===== src/rtl/egg_timer_pkg.sv =====
// ---------------------------------------------------------------
// egg_timer_pkg : shared state encoding and limits for the timer
// Rev 1.0
// ---------------------------------------------------------------
`default_nettype none

package egg_timer_pkg;

  typedef enum logic [1:0] {
    ST_SET   = 2'd0,
    ST_RUN   = 2'd1,
    ST_PAUSE = 2'd2,
    ST_ALARM = 2'd3
  } state_e;

  localparam int BCD_ONES_MAX = 9;
  localparam int BCD_TENS_MAX = 5;
  localparam int ALARM_CNT_W  = 8;

endpackage

`default_nettype wire


===== src/rtl/bcd_digit.sv =====
// ---------------------------------------------------------------
// bcd_digit : one wrapping BCD digit with inc/dec/load and chain flags
// Rev 1.0
// ---------------------------------------------------------------
`default_nettype none

module bcd_digit #(
  parameter int MAX = 9
) (
  input  logic       clk,
  input  logic       reset,
  input  logic       inc,
  input  logic       dec,
  input  logic       load,
  input  logic [3:0] load_val,
  output logic [3:0] q,
  output logic       carry_out,
  output logic       borrow_out
);

  localparam logic [3:0] MAX_V = 4'(MAX);

  logic [3:0] q_d, q_q;
  logic       up, dn;

  // Opposing pulses in the same cycle cancel out.
  assign up         = inc & ~dec;
  assign dn         = dec & ~inc;
  assign carry_out  = up & (q_q == MAX_V);
  assign borrow_out = dn & (q_q == 4'd0);
  assign q          = q_q;

  always_comb begin
    q_d = q_q;
    if (load) begin
      q_d = load_val;
    end else if (up) begin
      q_d = carry_out ? 4'd0 : q_q + 4'd1;
    end else if (dn) begin
      q_d = borrow_out ? MAX_V : q_q - 4'd1;
    end
  end

  always_ff @(posedge clk or posedge reset) begin
    if (reset) q_q <= 4'd0;
    else       q_q <= q_d;
  end

endmodule

`default_nettype wire


===== src/rtl/mmss_timer_ctrl.sv =====
// ---------------------------------------------------------------
// mmss_timer_ctrl : mm:ss countdown FSM with preset, alarm and reload
// Rev 1.0
// ---------------------------------------------------------------
`default_nettype none

module mmss_timer_ctrl
  import egg_timer_pkg::*;
#(
  parameter int MIN_TENS_MAX = 5,
  parameter int ALARM_TICKS  = 10,
  parameter int AUTO_RELOAD  = 0
) (
  input  logic       clk,
  input  logic       reset,
  input  logic       tick_1hz,
  input  logic       min_up,
  input  logic       min_down,
  input  logic       sec_up,
  input  logic       sec_down,
  input  logic       start_pause,
  input  logic       clear,
  output logic [3:0] min_tens,
  output logic [3:0] min_ones,
  output logic [3:0] sec_tens,
  output logic [3:0] sec_ones,
  output logic [1:0] state_o,
  output logic       running,
  output logic       alarm,
  output logic       done
);

  state_e                 state_q, state_d;
  logic [15:0]            preset_q, preset_d;
  logic [ALARM_CNT_W-1:0] alarm_cnt_q, alarm_cnt_d;
  logic                   done_q, done_d, running_q, running_d, alarm_q, alarm_d;

  logic        load;
  logic [15:0] load_val;
  logic [15:0] time_now;
  logic        set_btn, run_tick, expire;
  logic        so_inc, so_dec, st_inc, st_dec, mo_inc, mo_dec, mt_inc, mt_dec;
  logic        so_carry, so_borrow, st_carry, st_borrow;
  logic        mo_carry, mo_borrow, mt_carry, mt_borrow;
  logic        unused_flags;

  assign time_now = {min_tens, min_ones, sec_tens, sec_ones};
  assign set_btn  = (state_q == ST_SET) & ~clear & ~start_pause;
  assign run_tick = (state_q == ST_RUN) & tick_1hz;
  assign expire   = run_tick & (time_now == 16'h0001);

  // Seconds and minutes chain separately when setting; only a running tick
  // lets the seconds borrow ripple into the minutes.
  assign so_inc = set_btn & sec_up;
  assign so_dec = (set_btn & sec_down) | run_tick;
  assign st_inc = so_carry;
  assign st_dec = so_borrow;
  assign mo_inc = set_btn & min_up;
  assign mo_dec = (set_btn & min_down) | (run_tick & st_borrow);
  assign mt_inc = mo_carry;
  assign mt_dec = mo_borrow;

  assign unused_flags = ^{st_carry, mt_carry, mt_borrow};

  bcd_digit #(.MAX(BCD_ONES_MAX)) u_sec_ones (
    .clk(clk), .reset(reset), .inc(so_inc), .dec(so_dec), .load(load),
    .load_val(load_val[3:0]), .q(sec_ones), .carry_out(so_carry), .borrow_out(so_borrow)
  );
  bcd_digit #(.MAX(BCD_TENS_MAX)) u_sec_tens (
    .clk(clk), .reset(reset), .inc(st_inc), .dec(st_dec), .load(load),
    .load_val(load_val[7:4]), .q(sec_tens), .carry_out(st_carry), .borrow_out(st_borrow)
  );
  bcd_digit #(.MAX(BCD_ONES_MAX)) u_min_ones (
    .clk(clk), .reset(reset), .inc(mo_inc), .dec(mo_dec), .load(load),
    .load_val(load_val[11:8]), .q(min_ones), .carry_out(mo_carry), .borrow_out(mo_borrow)
  );
  bcd_digit #(.MAX(MIN_TENS_MAX)) u_min_tens (
    .clk(clk), .reset(reset), .inc(mt_inc), .dec(mt_dec), .load(load),
    .load_val(load_val[15:12]), .q(min_tens), .carry_out(mt_carry), .borrow_out(mt_borrow)
  );

  always_comb begin
    state_d     = state_q;
    preset_d    = preset_q;
    alarm_cnt_d = alarm_cnt_q;
    done_d      = 1'b0;
    load        = 1'b0;
    load_val    = preset_q;
    case (state_q)
      ST_SET: begin
        if (clear) begin
          load     = 1'b1;
          load_val = 16'h0000;
        end else if (start_pause && (time_now != 16'h0000)) begin
          preset_d = time_now;
          state_d  = ST_RUN;
        end
      end
      ST_RUN: begin
        if (clear) begin
          load    = 1'b1;
          state_d = ST_SET;
        end else if (expire) begin
          done_d = 1'b1;
          if (AUTO_RELOAD != 0) begin
            load    = 1'b1;
            state_d = start_pause ? ST_PAUSE : ST_RUN;
          end else begin
            state_d = ST_ALARM;
          end
        end else if (start_pause) begin
          state_d = ST_PAUSE;
        end
      end
      ST_PAUSE: begin
        if (clear) begin
          load    = 1'b1;
          state_d = ST_SET;
        end else if (start_pause) begin
          state_d = ST_RUN;
        end
      end
      ST_ALARM: begin
        if (clear || start_pause) begin
          load        = 1'b1;
          state_d     = ST_SET;
          alarm_cnt_d = '0;
        end else if (tick_1hz) begin
          if (alarm_cnt_q == ALARM_CNT_W'(ALARM_TICKS - 1)) begin
            load        = 1'b1;
            state_d     = ST_SET;
            alarm_cnt_d = '0;
          end else begin
            alarm_cnt_d = alarm_cnt_q + 1'b1;
          end
        end
      end
      default: state_d = ST_SET;
    endcase
    running_d = (state_d == ST_RUN);
    alarm_d   = (state_d == ST_ALARM);
  end

  always_ff @(posedge clk or posedge reset) begin
    if (reset) begin
      state_q     <= ST_SET;
      preset_q    <= 16'h0000;
      alarm_cnt_q <= '0;
      done_q      <= 1'b0;
      running_q   <= 1'b0;
      alarm_q     <= 1'b0;
    end else begin
      state_q     <= state_d;
      preset_q    <= preset_d;
      alarm_cnt_q <= alarm_cnt_d;
      done_q      <= done_d;
      running_q   <= running_d;
      alarm_q     <= alarm_d;
    end
  end

  assign state_o = state_q;
  assign running = running_q;
  assign alarm   = alarm_q;
  assign done    = done_q;

endmodule

`default_nettype wire

===== config.mk =====
export PLATFORM = sky130hd
export DESIGN_NAME = mmss_timer_ctrl
export DESIGN_NICKNAME = d
export VERILOG_FILES = /design/src/rtl/egg_timer_pkg.sv /design/src/rtl/bcd_digit.sv /design/src/rtl/mmss_timer_ctrl.sv
export SDC_FILE = /design/constraint.sdc
export NUM_CORES = 1
export LEC_CHECK = 0
export BUFFER_PORTS_ARGS = -buffer_cell sky130_fd_sc_hd__buf_2
export CAP_MARGIN = 20
export CELL_PAD_IN_SITES_DETAIL_PLACEMENT = 1
export CELL_PAD_IN_SITES_GLOBAL_PLACEMENT = 1
export CORE_MARGIN = 2
export CORE_UTILIZATION = 25
export CTS_BUF_LIST = sky130_fd_sc_hd__clkbuf_16
export DETAILED_ROUTE_END_ITERATION = 8
export PLACE_DENSITY = 0.47
export SYNTH_ARGS = -nofsm -noshare
export SYNTH_HDL_FRONTEND = slang
export SYNTH_SLANG_ARGS = --single-unit

===== constraint.sdc =====
create_clock -name clk -period 3.1 [get_ports clk]
set_clock_uncertainty 0.1 [all_clocks]
set_input_delay 0.62 -clock clk [delete_from_list [all_inputs] [get_ports clk]]
set_output_delay 0.62 -clock clk [all_outputs]
set_load 0.01 [all_outputs]

==> flow_summary.yaml, run 1 <==
outcome:
  run_status: "finished clean"
sta:
  post_route_hold_slack_ns: 0.290
  relSlewSlack: 0.587
  slew_viol_final: 0
  timing.final.crit_share: 0.834
  unrepaired_setup_endpoints_after_global_routing: "no"
  finalSetupViolations: 0
  fmax_mhz: 387
  finalCriticalPeriod_ns: 2.59
  fin_tns_setup_ns: 0
  pin_slew_with_the_least_headroom_to_its_limit_ns: 0.615
  final_hold_viol_count: 0
pwr:
  cellLeakagePower_nw: 1.62
  power_mw: 3.26
  worst_ir_drop_vdd_mv: 0.204
  power-per-cell-area_mw_per_mm2: 880
yosys:
  synth_top_area_cell: "dfrtp_1"
  count_of_state_elements_after_synthesis: 45
  ys_dominant_reg_cell: "dfrtp_1"
  synth_area_mm2: 0.00317
  avgSynthCellArea_um2: 9.38
  netlist_top_cells_count: "45 x dfrtp_1, 28 x nand2_1, 20 x nor2_1"
  synth_area_leaders: "dfrtp_1 36%, ha_1 7.1%, mux2_2 6.7%"
  ys_types: 69
  synthMostInstantiatedCell: "dfrtp_1"
  synthDominantCellAreaShare: 0.355
  synth_async_sr_flop_share: 1.00
  synth_edf_count: 0
  postSynthNetCount: 365
  synth.yosys.seq_area_share: 0.355
  synthCells: 338
  ys_warn_count: 0
worst_setup_path:
  critical_path.max_fanout: 11
  worst-r2r-cell-count: 8
  crit-reg2reg-launch: "alarm_cnt_q[1]"
  path_cells: "inv_1 -> ha_1 -> nor4b_2 -> a211oi_2 -> or2_1 -> buf_4 -> a32o_1 -> mux2_2"
  critPathMaxStageDelay_ns: 0.43
  arrival_worst_endpoint_ns: 2.66
  crit_type: "flop to flop"
  timing.rr.end: "u_min_ones.q[1]"
  critPathLaunchType: "flop"
  critPathCaptureType: "flop"
  reg2reg_setup_slack_ns: 0.51
  worst_ep_required_time_ns: 3.17
  worst_setup_path_startpoint: "alarm_cnt_q[1]"
  critPathSlowestCell: "nor4b_2"
routing:
  routed-via-count: 2738
  detail_route.drc_violations: 0
  detail_route.wirelength_um: 9400
  wl_per_cell_um: 17.4
  antenna_violating_nets_post_route: 0
  vias_per_cell: 5.07
  drtPass1Iterations: 4
  drt_iter0_markers: 125
die:
  ioPinCount: 30
  effective_utilization_at_floorplan: 0.253
  placementRows: 41
  die_h_um: 117
  core_mm2: 0.0125
  die_w_um: 117
  die-area_mm2: 0.0136
layout:
  syn_to_final_growth_pct: 16.9
  antenna_cells_inserted: 0
  fin_nets: 394
  share_of_cells_above_drive_strength_1: 0.223
  count_of_non_filler_cells_in_the_finished_layout: 540
clock_tree:
  clk-insertion-delay-late_ns: 0.29
  clock_tree.root_cell: "clkbuf_16"
  cts_buf_count: 5
  clkSlewWorstSetupHoldPaths_ns: 0.07
  hold_buffers: 0
  cts.repair_timing.setup_buffer_count: 0
  cts_repair_resize_count: 0
  cts_tree: "yes"
  cts.path.max_buffers: 2
  cts_htree_levels: 2
  clock-sinks: 45
run:
  timing.max_cap.violations: 0
global_routing:
  number_of_global_route_vias_before_repair: 2852
  wire_length_of_the_first_global_routing_pass_um: 15700
  grt_start_max_net_pins: 25
  overflow: 0
  grt_usage: 0.150
  antenna_violations_before_repair: 0
placed_design:
  dpl.hpwl_um: 6870
  gp_congestion: 0.768
  port-buffer-count: 29
  post-place-cells: 532
hold_path:
  worst_min_delay_path_class: "input port to async pin"
stage by stage:
stage | instance area, um^2 | worst slack, ns | util
after CTS | 3700 | 0.482 | 0.296
after floorplan | 3170 | 0.746 | -
after detailed placement | 3540 | 0.432 | 0.283
after global placement | 3540 | 0.399 | 0.283
after global routing | 3700 | 0.313 | 0.296
final | 3700 | 0.514 | 0.296
flip-flops by register name (all words and copies together), names as in the netlist:
name	flops
alarm	1
preset_q	16
state_o	2
u_min_tens.q	4
done	1
u_sec_tens.q	4
u_min_ones.q	4
alarm_cnt_q	8
u_sec_ones.q	4
running	1
power by group:
part | internal (mW) | switching (mW)
Sequential | 0.803 | 0.339
Clock | 0.379 | 0.233
Combinational | 0.701 | 0.805
Total | 1.88 | 1.38
worst max-delay path: cells and delay by family (launching register included):
family          cells  cell delay (ns)
flops               1             0.41
simple gates        2             0.77
buf+inv             2             0.26
compound gates      2             0.50
mux                 1             0.26
fa+ha+maj           1             0.15
layer usage:
metal / part of all wire / GRT usage / vias up
met5: 0 / 0 / -
met4: 0.019 / 0.0486 / 0
met3: 0.029 / 0.0176 / 12
met2: 0.47 / 0.243 / 49
met1: 0.48 / 0.207 / 1360
li1: - / - / 1317
placed cells by master, fill, tap and decap left out, types with 3 or more instances in the layout:
cell / n
nor3_1: 10
xor2_1: 4
xnor2_1: 6
nand3_1: 16
and2_1: 5
buf_2: 29
a21o_1: 3
mux2_2: 19
nor2_1: 20
inv_1: 14
o21ai_1: 3
o21ai_0: 9
and3b_1: 3
and3_1: 6
nor2b_1: 3
dfrtp_1: 45
nand2_1: 28
nand4_1: 5
nand2b_1: 4
a211oi_1: 6
ha_1: 18
buf_4: 11
a31oi_1: 5
a2bb2oi_1: 3
or3_1: 3
nand3b_1: 5
a221oi_1: 3
nor3b_1: 5
o211ai_1: 5
o31ai_1: 7
clkbuf_16: 5
a21oi_1: 11
how the worst max path moves through the flow:
stage | end | cells past startpoint
6_report | u_min_ones.q[1] | 8
5_1_grt | u_min_tens.q[1] | 8
4_1_cts | u_min_ones.q[1] | 8
3_5_place_dp | u_min_tens.q[2] | 6
3_3_place_gp | u_min_ones.q[0] | 6
2_1_floorplan | preset_q[0] | 9
layout make-up:
| cell class | instances | area (um^2) |
|---|---|---|
| Clock buffer | 5 | 125 |
| Clock inverter | 3 | 42.5 |
| Fill cell | 1484 | 8810 |
| Inverter | 14 | 52.6 |
| Multi-Input combinational cell | 260 | 1900 |
| Sequential cell | 45 | 1130 |
| Tap cell | 172 | 215 |
| Timing Repair Buffer | 41 | 248 |
kinds of logic (layout without fill, tap and decap cells):
group / count (synthesis) / after routing / synth area share
AO/OA/AOI/OAI: 84 / 84 / 0.197
flip-flops: 45 / 45 / 0.355
AND/OR/NAND/NOR: 127 / 127 / 0.228
XOR/XNOR: 10 / 10 / 0.0276
adder cells (fa/ha/maj): 18 / 18 / 0.0710
buffers and inverters: 33 / 63 / 0.0470
multiplexers: 21 / 21 / 0.0738
Note: power is estimated with default switching activity, not from simulation.
==> run 2: changes to the inputs <==
Clock period 3.1 ns to 2.6 ns, I/O delays scaled along.
==> run 2 against run 1 <==
Effect of this change: worst setup slack lost 0.27 ns; largest power group unchanged; clock power increased by 3%; fmax up 9.7%; final area is 3.2% higher; power increased by 21%; non-clock buffer count up 19; combinational power increased by 40%; die area unchanged; flip-flop and latch count did not move; final cell count rose by 3.5%; first-iteration DRC count down 32%.
==> flow_summary.yaml, run 2 (synthesized netlist as in run 1, its figures left out) <==
layout:
  syn_to_final_growth_pct: 20.6
  final_common_cell: "dfrtp_1"
  largest_register: "preset_q"
  antenna_cells_inserted: 0
  layout.cells.most_common_list: "45 x dfrtp_1, 30 x buf_4, 29 x buf_2, 28 x nand2_1, 20 x nor2_1"
  layout_top_registers: "preset_q x16, alarm_cnt_q x8"
  share_of_cells_above_drive_strength_1: 0.264
  fin_nets: 413
  flip_flop_count_of_the_largest_register_all_copies_and_words_added: 16
  final.fill_count: 1515
pwr:
  net-switching-power_mw: 1.65
  worst_ir_drop_vdd_mv: 0.326
  power.share.switching: 0.420
  p_int_mw: 2.28
  power.share.sequential: 0.304
  power-per-cell-area_mw_per_mm2: 1030
  p_comb_frac: 0.536
  share_clk_of_total_power: 0.161
  cellLeakagePower_nw: 1.69
global_routing:
  antenna_violations_before_repair: 0
  grt_start_max_net_pins: 46
  number_of_global_route_vias_before_repair: 2858
  wire_length_of_the_first_global_routing_pass_um: 15300
  overflow: 0
  grt_usage: 0.143
sta:
  unrepaired_setup_endpoints_after_global_routing: "no"
  finalCriticalPeriod_ns: 2.36
  fin_tns_setup_ns: 0
  post_route_hold_slack_ns: 0.280
  slew_viol_final: 0
  final_hold_viol_count: 0
  timing.final.crit_share: 0.907
  fmax_mhz: 424
  pin_slew_with_the_least_headroom_to_its_limit_ns: 0.617
  relSlewSlack: 0.586
  finalSetupViolations: 0
die:
  die_h_um: 117
  die_w_um: 117
  die-area_mm2: 0.0136
  effective_utilization_at_floorplan: 0.253
  ioPinCount: 30
  core_mm2: 0.0125
  placementRows: 41
routing:
  wl_per_cell_um: 16.4
  vias_per_cell: 4.90
  detail_route.drc_violations: 0
  drt_iter0_markers: 85
  antenna_violating_nets_post_route: 0
  routed-via-count: 2741
  drtPass1Iterations: 4
  detail_route.wirelength_um: 9190
worst_setup_path:
  crit_type: "flop to flop"
  worst-r2r-cell-count: 9
  arrival_worst_endpoint_ns: 2.43
  cp_common_cell: "buf_4"
  critPathMaxStageDelay_ns: 0.38
  critPathCaptureType: "flop"
  critPathSlowestCell: "dfrtp_1"
  path_cells: "inv_1 -> ha_1 -> nor3b_1 -> buf_4 -> and2_1 -> buf_4 -> a21oi_1 -> nand3_1 -> mux2_2"
  critical_path.max_fanout: 4
  critPathLaunchType: "flop"
  worst_ep_required_time_ns: 2.67
placed_design:
  gp_congestion: 0.800
  dpl.hpwl_um: 6980
  port-buffer-count: 29
clock_tree:
  hold_buffers: 0
  clkSlewWorstSetupHoldPaths_ns: 0.06
  cts_repair_resize_count: 0
  clock_tree.root_cell: "clkbuf_16"
  clk-insertion-delay-late_ns: 0.29
  cts_htree_levels: 2
  clock-sinks: 45
  cts_buf_count: 5
  cts_tree: "yes"
  cts.repair_timing.setup_buffer_count: 0
  cts.path.max_buffers: 2
run:
  timing.max_cap.violations: 0
outcome:
  run_status: "finished clean"
hold_path:
  worst_min_delay_path_class: "input port to async pin"
-- run 2: cell count changes in the layout (fill, tap and decap cells not counted), sizes merged --
| cell | previous run | this run |
|---|---|---|
| buf | 41 | 60 |
| bufinv | 1 | 0 |
| clkinv | 1 | 2 |
| clkinvlp | 0 | 1 |
| inv | 15 | 14 |
-- run 2: cell type report --
class                   count  area (um^2)  share of cell area
clock inverters             3         17.5             0.00458
multi-input cells         260         1900               0.496
repair buffers             60          390               0.102
flip-flops and latches     45         1130               0.295
well taps                 172          215              0.0563
clock buffers               5          125              0.0327
inverters                  14         52.6              0.0137
-- run 2: worst max-delay path: cells and delay by family, from the launching register on --
kind,cells,cell delay [ns]
and+or+nand+nor,3,0.73
adders and majority gates,1,0.17
DFF,1,0.38
buffers and inverters,3,0.44
muxes,1,0.37
AOI/OAI and AO/OA,1,0.06
-- run 2: stage by stage --
stage	power [mW]	std cells	worst slack, ns	area [um^2]	util
2_1_floorplan	2.54	338	0.246	3170	-
6_report	3.94	559	0.242	3820	0.305
3_5_place_dp	3.34	551	0.173	3680	0.294
5_1_grt	4.30	559	0.0797	3820	0.305
3_3_place_gp	3.34	551	0.207	3680	0.294
4_1_cts	3.99	559	0.208	3820	0.305
-- run 2: worst paths after layout --
check / start / endpoint / slack [ns]
setup / recovery: u_sec_tens.q[0] / u_min_ones.q[1] / 0.24
hold / removal: reset / u_sec_ones.q[0] / 0.28
setup reg to reg: u_sec_tens.q[0] / u_min_ones.q[1] / 0.24
hold reg to reg: preset_q[5] / preset_q[5] / 0.41
max in group asynchronous: reset / u_min_ones.q[3] / 1.72
min in group clk: preset_q[5] / preset_q[5] / 0.41
-- run 2: power groups by stage --
| stage | Clock [mW] | Combinational [mW] | Sequential (mW) |
|---|---|---|---|
| finish | 0.632 | 2.11 | 1.19 |
| global route | 0.686 | 2.37 | 1.25 |
| CTS | 0.655 | 2.14 | 1.20 |
| detailed placement | 0 | 2.13 | 1.21 |
| global placement | 0 | 2.13 | 1.20 |
| floorplan | 0 | 1.31 | 1.24 |
-- run 2: routing by layer --
metal / vias up / global-route usage / part of all wire
met5: - / 0 / 0
met4: 0 / 0.0361 / 0.011
met3: 6 / 0.0187 / 0.021
met2: 34 / 0.227 / 0.47
met1: 1356 / 0.207 / 0.50
li1: 1345 / - / -
